File: src/rtl/rr_arbiter8_pkg.sv
// ---------------------------------------------------------------------------
// rr_arbiter8_pkg
// Shared definitions for the 8-way round-robin arbiter:
//   - N_REQ / ADDR_W sizing constants
//   - state_e : two-state arbiter FSM encoding (IDLE=0, GRANT=1)
//   - pick_t  : result of the round-robin priority search
//   - rr_pick : combinational search for the first set request bit,
//               starting at the pointer and wrapping around
// ---------------------------------------------------------------------------
package rr_arbiter8_pkg;

    localparam int N_REQ  = 8;
    localparam int ADDR_W = 3;

    typedef enum logic {
        ST_IDLE  = 1'b0,
        ST_GRANT = 1'b1
    } state_e;

    typedef struct packed {
        logic              found;
        logic [ADDR_W-1:0] idx;
    } pick_t;

    // Scan ptr, ptr+1, ... with 3-bit wrap; the first set bit wins.
    function automatic pick_t rr_pick(input logic [N_REQ-1:0]  req_vec,
                                      input logic [ADDR_W-1:0] ptr);
        pick_t             p;
        logic [ADDR_W-1:0] cand;
        p.found = 1'b0;
        p.idx   = ptr;
        for (int i = 0; i < N_REQ; i++) begin
            cand = ptr + ADDR_W'(i);
            if (!p.found && req_vec[cand]) begin
                p.found = 1'b1;
                p.idx   = cand;
            end else begin
                p = p;
            end
        end
        return p;
    endfunction

endpackage

File: src/rtl/rr_arbiter8_decoder3to8.sv
// ---------------------------------------------------------------------------
// decoder3to8
// Plain 3-to-8 binary-to-one-hot decoder.
// Ports:
//   addr  in  3  binary index
//   y     out 8  one-hot decode of addr
// ---------------------------------------------------------------------------
module decoder3to8
    import rr_arbiter8_pkg::*;
(
    input  logic [ADDR_W-1:0] addr,
    output logic [N_REQ-1:0]  y
);

    // Binary to one-hot decode
    always_comb begin
        y = 8'h00;
        case (addr)
            3'd0:    y = 8'h01;
            3'd1:    y = 8'h02;
            3'd2:    y = 8'h04;
            3'd3:    y = 8'h08;
            3'd4:    y = 8'h10;
            3'd5:    y = 8'h20;
            3'd6:    y = 8'h40;
            3'd7:    y = 8'h80;
            default: y = 8'h00;
        endcase
    end

endmodule

File: src/rtl/rr_arbiter8.sv
// ---------------------------------------------------------------------------
// rr_arbiter8
// 8-requester round-robin arbiter with a hold limit. A grant is issued one
// cycle after a request is seen in IDLE, is kept while the owner keeps
// requesting, and is force-released after MAX_HOLD cycles (timeout pulse).
// Every release passes through one IDLE cycle before the next grant.
// Ports:
//   clk         in   1  clock, rising edge
//   reset       in   1  synchronous active-high reset
//   req         in   8  request vector (level)
//   grant_addr  out  3  index of current / last owner
//   grant       out  8  one-hot grant, 8'h00 when no owner
//   grant_valid out  1  an owner holds the resource
//   timeout     out  1  one-cycle pulse after a forced release
// ---------------------------------------------------------------------------
module rr_arbiter8
    import rr_arbiter8_pkg::*;
#(
    parameter int MAX_HOLD = 16
) (
    input  logic              clk,
    input  logic              reset,
    input  logic [N_REQ-1:0]  req,
    output logic [ADDR_W-1:0] grant_addr,
    output logic [N_REQ-1:0]  grant,
    output logic              grant_valid,
    output logic              timeout
);

    localparam logic [7:0] MAX_HOLD_C = 8'(MAX_HOLD);

    state_e            state_q,      state_d;
    logic [ADDR_W-1:0] rr_ptr_q,     rr_ptr_d;
    logic [7:0]        hold_cnt_q,   hold_cnt_d;
    logic [ADDR_W-1:0] grant_addr_q, grant_addr_d;
    logic              timeout_q,    timeout_d;
    pick_t             pick_s;
    logic [N_REQ-1:0]  dec_s;

    // Next-state logic: arbitration in IDLE, hold/release decision in GRANT
    always_comb begin
        state_d      = state_q;
        rr_ptr_d     = rr_ptr_q;
        hold_cnt_d   = hold_cnt_q;
        grant_addr_d = grant_addr_q;
        timeout_d    = 1'b0;
        pick_s       = rr_pick(req, rr_ptr_q);
        case (state_q)
            ST_IDLE: begin
                if (pick_s.found) begin
                    state_d      = ST_GRANT;
                    grant_addr_d = pick_s.idx;
                    // Winner moves to lowest priority for the next round
                    rr_ptr_d     = pick_s.idx + 3'd1;
                    hold_cnt_d   = 8'd1;
                end else begin
                    state_d = ST_IDLE;
                end
            end
            ST_GRANT: begin
                if (!req[grant_addr_q]) begin
                    state_d = ST_IDLE;
                end else if (hold_cnt_q >= MAX_HOLD_C) begin
                    // >= keeps the counter from ever running past the limit
                    state_d   = ST_IDLE;
                    timeout_d = 1'b1;
                end else begin
                    hold_cnt_d = hold_cnt_q + 8'd1;
                end
            end
            default: begin
                state_d = ST_IDLE;
            end
        endcase
    end

    // State and output registers with synchronous reset
    always_ff @(posedge clk) begin
        if (reset) begin
            state_q      <= ST_IDLE;
            rr_ptr_q     <= 3'd0;
            hold_cnt_q   <= 8'd0;
            grant_addr_q <= 3'd0;
            timeout_q    <= 1'b0;
        end else begin
            state_q      <= state_d;
            rr_ptr_q     <= rr_ptr_d;
            hold_cnt_q   <= hold_cnt_d;
            grant_addr_q <= grant_addr_d;
            timeout_q    <= timeout_d;
        end
    end

    decoder3to8 u_dec (
        .addr (grant_addr_q),
        .y    (dec_s)
    );

    assign grant_valid = (state_q == ST_GRANT);
    assign grant_addr  = grant_addr_q;
    assign grant       = dec_s & {N_REQ{grant_valid}};
    assign timeout     = timeout_q;

endmodule

File: config.mk
export PLATFORM = sky130hd
export DESIGN_NAME = rr_arbiter8
export DESIGN_NICKNAME = d
export VERILOG_FILES = /design/src/rtl/rr_arbiter8_pkg.sv /design/src/rtl/rr_arbiter8_decoder3to8.sv /design/src/rtl/rr_arbiter8.sv
export SDC_FILE = /design/constraint.sdc
export NUM_CORES = 1
export LEC_CHECK = 0
export BUFFER_PORTS_ARGS = -buffer_cell sky130_fd_sc_hd__buf_2
export CAP_MARGIN = 20
export CORE_MARGIN = 2
export CORE_UTILIZATION = 40
export CTS_CLUSTER_SIZE = 14
export DETAILED_ROUTE_END_ITERATION = 12
export PLACE_DENSITY = 0.66
export SLEW_MARGIN = 20
export SYNTH_ARGS = -nofsm -noshare
export SYNTH_HDL_FRONTEND = slang
export SYNTH_SLANG_ARGS = --single-unit
File: constraint.sdc
create_clock -name clk -period 4.2 [get_ports clk]
set_input_delay 0.63 -clock clk [delete_from_list [all_inputs] [get_ports clk]]
set_output_delay 0.63 -clock clk [all_outputs]
set_load 0.05 [all_outputs]
==> flow_metrics.py, run 1 <==
metrics = {
    "route": {
        "wire_per_inst_um": 14.8,
        "ant_nets": 0,
        "route.vias.total": 1742,
        "drc": 0,
        "avgViaCountPerCell": 5.71,
        "first_iter_violations": 107,
        "routed_wl_mm": 4.51,
        "drt_first_pass_iters": 5,
    },
    "grt": {
        "met3_usage_pct": 3.61,
        "grt_pass1_wl_mm": 7.69,
        "use_met2_pct": 27.6,
        "antenna_found_initial": 0,
        "grt.total_usage_pct": 17.4,
        "overflow": 0,
        "first_global_vias": 1557,
        "grt_max_degree": 18,
        "grt.busiest_layer": "met2",
        "use_met1_pct": 24.8,
    },
    "job": {
        "cap_violations": 0,
    },
    "synth": {
        "yosys_warnings": 0,
        "synth_cell_type_count": 60,
        "ys_dominant_reg_cell": "dfxtp_1",
        "synth-seq-area-share_pct": 24.0,
        "synth_top_area_share_pct": 24.0,
        "netlist_area_um2": 2000,
        "synth_largest_area_cell": "dfxtp_1",
        "synth_edf_count": 0,
        "synth-seq-cells": 24,
        "syn_inst": 215,
        "synth_area_leaders": "dfxtp_1 24%, mux4_2 14%, mux2i_1 5.0%, nor2_1 3.9%, mux2_4 3.8%",
        "synth.avg_cell_area_um2": 9.30,
        "syn_nets": 230,
        "ys_async_sr_fraction_pct": 0,
    },
    "finish": {
        "final_nets": 254,
        "final_cell_mix": "24 x dfxtp_1, 22 x buf_2, 21 x nor2_1",
        "register_area_um2": 480,
        "drive_above_1_share_pct": 28.2,
        "utilization_pct": 47.1,
        "diodes": 0,
        "fillers": 446,
        "syn_to_final_growth_pct": 12.6,
        "final_common_cell": "dfxtp_1",
        "multi_input_area_um2": 1430,
    },
    "critical_path": {
        "critPathKind": "register to register",
        "setup.worst_path.end_class": "register",
        "cp.required_ns": 4.41,
        "crit_path_max_fanout": 9,
        "cp_data_arrival_time_ns": 4.06,
        "start_kind": "register",
    },
    "clocking": {
        "hold_buffers": 0,
        "cts_tree": "yes",
        "postCtsSetupRepairBufs": 0,
        "cts_max_level": 1,
        "max-clock-path-buffers": 2,
        "root_buffer": "clkbuf_8",
        "clock-sinks": 24,
        "clk_pin_slew_ns": 0.08,
        "clock_latency_ns": 0.26,
        "cts_buffers": 3,
        "cts-resized-gates": 0,
    },
    "die": {
        "die_width_um": 74.7,
        "die-area_um2": 5580,
        "pin_count": 23,
        "start_util_pct": 41.8,
        "core_area_um2": 4790,
        "rows": 25,
        "die_h_um": 74.7,
    },
    "pwr": {
        "switching_power_w": 0.000786,
        "ir_drop_mv": 0.445,
        "p_clk_share_pct": 9.1,
        "p_leak_nw": 0.910,
        "swShare_pct": 47.8,
        "p_seq_share_pct": 18.8,
        "power_frac_comb_pct": 72.0,
        "power.total_w": 0.00164,
        "p_per_area_nw_per_um2": 730,
        "internal_power_w": 0.000858,
    },
    "sta": {
        "relSlewSlack_pct": 62.7,
        "rsz0062_at_grt": "no",
        "tns_ns": 0,
        "setup_viol": 0,
        "tightest_slew_ns": 0.556,
        "whs_ns": 0.485,
        "max_freq_mhz": 259,
        "slew_violations": 0,
        "fin_skew_ns": 0.00358,
        "finalCriticalPeriod_ns": 3.86,
        "hold_viol": 0,
        "post-route-period-util_pct": 91.8,
    },
    "worst_hold_path": {
        "min_path_type": "register to register",
    },
    "place": {
        "gp_congestion": 0.900,
        "io_buffer_count": 22,
        "dp_hpwl_mm": 3.48,
    },
    "run_status": {
        "status": "complete, no violations",
    },
}
## routing by layer
metal | routed length, um | vias up | part of all wire [%]
li1 | - | 859 | -
met3 | 252 | 9 | 5.6
met2 | 2150 | 46 | 48
met4 | 44 | 0 | 0.98
met5 | 0 | - | 0
met1 | 2070 | 828 | 46
## state kept, by name, indices dropped and copies added (netlist names)
name / count
u_dec.y: 8
grant_valid: 1
rr_ptr_q: 3
timeout: 1
hold_cnt_q: 8
grant_addr: 3
## cells in the mapped netlist, types with 2 or more instances
master / instances
mux2_4: 5
nand3b_1: 2
nor3b_1: 2
xor2_1: 2
nor3_2: 2
mux2_2: 4
buf_2: 3
ha_1: 5
a221o_1: 3
nand2b_1: 5
a31oi_1: 4
nand2_1: 13
nor2_1: 21
dfxtp_1: 24
nand3_1: 4
and2_1: 10
and3_1: 5
nor3_1: 8
inv_2: 2
a21oi_1: 7
inv_1: 9
nor4b_1: 2
o21ai_0: 3
nor2b_1: 3
clkbuf_1: 6
a41oi_1: 3
xnor2_1: 5
mux4_2: 12
mux2i_1: 10
## critical path, cell delays in order (launching register included)
cell and delay (ns):
dfxtp_1 0.33, inv_1 0.08, ha_1 0.50, mux2_4 0.34, mux4_2 0.59, o32ai_2 0.49, nand4_1 0.18, a41o_1 0.24
a21oi_1 0.20, a21oi_1 0.08, ha_1 0.19, or4_1 0.50, nand3_1 0.07
## metrics by stage
step | instance area [um2] | worst slack [ns] | std cells
3_5_place_dp | 2200 | 0.394 | 301
3_3_place_gp | 2200 | 0.451 | 301
4_1_cts | 2250 | 0.367 | 305
2_1_floorplan | 2000 | 0.120 | 215
6_report | 2250 | 0.344 | 305
5_1_grt | 2250 | 0.0131 | 305
## kinds of logic (layout without fill, tap and decap cells)
logic type,count (synthesis),in the layout,synth area share (%)
xor+xnor,7,7,3.07
mux,31,31,24.5
fa+ha+maj,5,5,3.13
simple gates,87,87,24.8
flops,24,24,24.0
compound gates,40,40,16.0
buf+inv,21,44,4.51
## power by group through the flow
| stage | clock, W | sequential (W) | combinational [W] |
|---|---|---|---|
| 2_1_floorplan | 0 | 0.000348 | 0.000893 |
| 3_3_place_gp | 0 | 0.000315 | 0.00117 |
| 3_5_place_dp | 0 | 0.000315 | 0.00117 |
| 4_1_cts | 0.000157 | 0.000310 | 0.00117 |
| 5_1_grt | 0.000162 | 0.000315 | 0.00129 |
| 6_report | 0.000150 | 0.000310 | 0.00118 |
## area by class of cell
type,instances,share of cell area (%)
clock buffers,4,2.44
inverters,11,1.83
multi-input cells,170,63.4
flip-flops and latches,24,21.3
well taps,67,3.72
repair buffers,29,7.22
## worst paths after layout
| path | cells after the start | endpoint | startpoint | slack [ns] |
|---|---|---|---|---|
| setup / recovery | 12 | rr_ptr_q[2]$_SDFFE_PP0N_ | rr_ptr_q[0]$_SDFFE_PP0N_ | 0.34 |
| hold / removal | 2 | hold_cnt_q[7]$_SDFFE_PP0P_ | hold_cnt_q[7]$_SDFFE_PP0P_ | 0.49 |
| setup reg to reg | 12 | rr_ptr_q[2]$_SDFFE_PP0N_ | rr_ptr_q[0]$_SDFFE_PP0N_ | 0.34 |
| hold reg to reg | 2 | hold_cnt_q[7]$_SDFFE_PP0P_ | hold_cnt_q[7]$_SDFFE_PP0P_ | 0.49 |
(Power assumes the default switching activity.)
==> run 2: changes to the inputs <==
ABC_AREA = 1   (was default)
PLACE_DENSITY = 0.67   (was 0.66)
==> flow_metrics.py, run 2 <==
metrics = {
    "route": {
        "route.vias.total": 1697,
        "drt_first_pass_iters": 4,
        "avgViaCountPerCell": 4.82,
        "wire_per_inst_um": 11.3,
        "drc": 0,
        "ant_nets": 0,
        "first_iter_violations": 68,
        "routed_wl_mm": 3.97,
    },
    "sta": {
        "slew_violations": 0,
        "max_freq_mhz": 303,
        "rsz0062_at_grt": "no",
        "setup_viol": 0,
        "finalCriticalPeriod_ns": 3.30,
        "fin_skew_ns": 0.00431,
        "setup_ws_ns": 0.898,
        "whs_ns": 0.441,
        "relSlewSlack_pct": 64.4,
        "post-route-period-util_pct": 78.6,
        "tightest_slew_ns": 0.533,
        "hold_viol": 0,
        "tns_ns": 0,
    },
    "synth": {
        "yosys_warnings": 0,
        "synth_cell_type_count": 35,
        "syn_nets": 294,
        "synth_top_area_share_pct": 27.2,
        "synth-seq-cells": 24,
        "ys_top_cells_by_count": "88 x nand2_1, 33 x nand3_1, 29 x nor2_1, 27 x inv_1, 24 x dfxtp_1",
        "syn_inst": 279,
        "ys_async_sr_fraction_pct": 0,
        "ys_dominant_reg_cell": "dfxtp_1",
        "synth.avg_cell_area_um2": 6.32,
        "synth_area_leaders": "dfxtp_1 27%, nand2_1 19%, nand3_1 9.4%, nor2_1 6.2%, inv_1 5.7%",
        "synth-seq-area-share_pct": 27.2,
        "yosysMostFrequentCell": "nand2_1",
        "synth_largest_area_cell": "dfxtp_1",
        "synth_edf_count": 0,
        "netlist_area_um2": 1760,
    },
    "clocking": {
        "clk_pin_slew_ns": 0.08,
        "max-clock-path-buffers": 2,
        "cts_buffers": 3,
        "clock-sinks": 24,
        "hold_buffers": 0,
        "cts-resized-gates": 0,
        "cts_max_level": 1,
        "root_buffer": "clkbuf_8",
        "cts_tree": "yes",
        "clock_latency_ns": 0.26,
        "postCtsSetupRepairBufs": 0,
    },
    "finish": {
        "final_common_cell": "nand2_1",
        "final_nets": 316,
        "final_cell_mix": "88 x nand2_1, 33 x nand3_1, 29 x nor2_1",
        "diodes": 0,
        "syn_to_final_growth_pct": 11.3,
        "drive_above_1_share_pct": 21.0,
    },
    "place": {
        "gp_congestion": 0.873,
        "dp_slack_ns": 0.932,
        "dp_hpwl_mm": 3.24,
        "io_buffer_count": 22,
    },
    "critical_path": {
        "crit_path_max_fanout": 14,
        "start_kind": "register",
        "setup.worst_path.end_class": "register",
        "worst_path_max_delay_cell": "dfxtp_1",
        "worst_r2r_endpoint": "rr_ptr_q[1]$_SDFFE_PP0N_",
        "r2r_slack_ns": 0.90,
        "crit_chain": "inv_2 > ha_1 > inv_1 > nand3_2 > nand2_1 > nor2_1 > a31oi_1 > inv_2 > nor2_4 > nand3_2 > clkinv_1 > nand2_1 > nand2_2 > inv_1 > ha_1 > o21ai_0 > a21oi_1",
        "r2r_cells": 17,
        "critPathKind": "register to register",
        "critical_path.top_delay_family": "simple AND/OR/NAND/NOR gates",
        "path_buf_inv": 5,
        "cp.required_ns": 4.36,
        "cp_data_arrival_time_ns": 3.46,
        "critPathMaxStageDelay_ns": 0.61,
        "rr_startpoint": "rr_ptr_q[0]$_SDFFE_PP0N_",
    },
    "worst_hold_path": {
        "hold_path.startpoint": "hold_cnt_q[5]$_SDFFE_PP0P_",
        "hold_path_end": "hold_cnt_q[5]$_SDFFE_PP0P_",
        "min_path_type": "register to register",
        "hold_path_depth": 2,
    },
    "die": {
        "core_area_um2": 4290,
        "die_width_um": 70.4,
        "start_util_pct": 41.1,
        "die_h_um": 70.4,
        "die-area_um2": 4960,
        "pin_count": 23,
        "rows": 24,
    },
    "grt": {
        "first_global_vias": 1608,
        "overflow": 0,
        "grt_pass1_wl_mm": 7.12,
        "grt_max_degree": 15,
        "antenna_found_initial": 0,
        "grt.total_usage_pct": 17.2,
    },
    "pwr": {
        "ir_drop_mv": 0.440,
        "p_leak_nw": 1.04,
        "p_per_area_nw_per_um2": 812,
    },
    "run_status": {
        "status": "complete, no violations",
    },
    "job": {
        "cap_violations": 0,
    },
}
run 2: changes by cell type in the layout (fill, tap and decap cells not counted), moves of 7 or more:
| cell | before | now |
|---|---|---|
| and2_1 | 10 | 0 |
| buf_4 | 7 | 0 |
| inv_1 | 9 | 27 |
| inv_2 | 2 | 9 |
| mux2i_1 | 10 | 0 |
| mux4_2 | 12 | 0 |
| nand2_1 | 13 | 88 |
| nand2_2 | 0 | 10 |
| nand3_1 | 4 | 33 |
| nor2_1 | 21 | 29 |
| nor3_1 | 8 | 1 |
run 2: layout make-up:
cell class,count,area [um2]
Sequential cell,24,480
Multi-Input combinational cell,209,1090
Tap cell,52,65.1
Timing Repair Buffer,22,110
Fill cell,452,2330
Clock buffer,4,55.1
Inverter,41,161
run 2: worst register-to-register path, delay by kind of cell (launching register included):
kind / cells / cell delay [ns]
AO/OA/AOI/OAI: 3 / 0.48
adder cells (fa/ha/maj): 2 / 0.71
buffers and inverters: 5 / 0.65
flip-flops: 1 / 0.61
AND/OR/NAND/NOR: 7 / 0.74
run 2: metal layers:
layer	vias to the layer above	share of wire, %	GRT usage (%)	wire length, um
met4	0	0.66	2.56	26
li1	915	-	-	-
met3	4	3.7	2.45	147
met2	40	46	28.2	1820
met1	738	50	24.5	1970
met5	-	0	0	0
run 2: metrics by stage:
stage          cells  power [W]  area [um2]  util [%]
6_report         352    0.00159        1960      45.7
5_1_grt          352    0.00177        1960      45.7
4_1_cts          352    0.00160        1960      45.7
3_5_place_dp     348    0.00144        1910      44.4
3_3_place_gp     348    0.00143        1910      44.4
2_1_floorplan    279    0.00125        1760         -
run 2: how the worst max path moves through the flow:
stage               slack, ns                      from                  endpoint  depth (start not counted)
finish                   0.90  rr_ptr_q[0]$_SDFFE_PP0N_  rr_ptr_q[1]$_SDFFE_PP0N_                         17
global placement         1.03  rr_ptr_q[0]$_SDFFE_PP0N_  rr_ptr_q[1]$_SDFFE_PP0N_                         17
detailed placement       0.93  rr_ptr_q[0]$_SDFFE_PP0N_  rr_ptr_q[1]$_SDFFE_PP0N_                         17
global route             0.60  rr_ptr_q[0]$_SDFFE_PP0N_  rr_ptr_q[2]$_SDFFE_PP0N_                         21
CTS                      0.91  rr_ptr_q[0]$_SDFFE_PP0N_  rr_ptr_q[1]$_SDFFE_PP0N_                         17
floorplan                1.49  rr_ptr_q[1]$_SDFFE_PP0N_  rr_ptr_q[1]$_SDFFE_PP0N_                         18
run 2: report_power, final:
| part | internal [W] | leakage [nW] | switching [W] |
|---|---|---|---|
| logic | 0.000337 | 0.811 | 0.000760 |
| registers | 0.000280 | 0.197 | 0.0000641 |
| clock network | 0.0000835 | 0.0288 | 0.0000691 |
run 2: cell families (layout without fill, tap and decap cells):
group / after synthesis / in the layout / synth area share [%]
flip-flops: 24 / 24 / 27.2
adder cells (fa/ha/maj): 5 / 5 / 3.55
AO/OA/AOI/OAI: 23 / 23 / 8.94
AND/OR/NAND/NOR: 176 / 176 / 46.9
buffers and inverters: 46 / 67 / 10.9
XOR/XNOR: 5 / 5 / 2.48
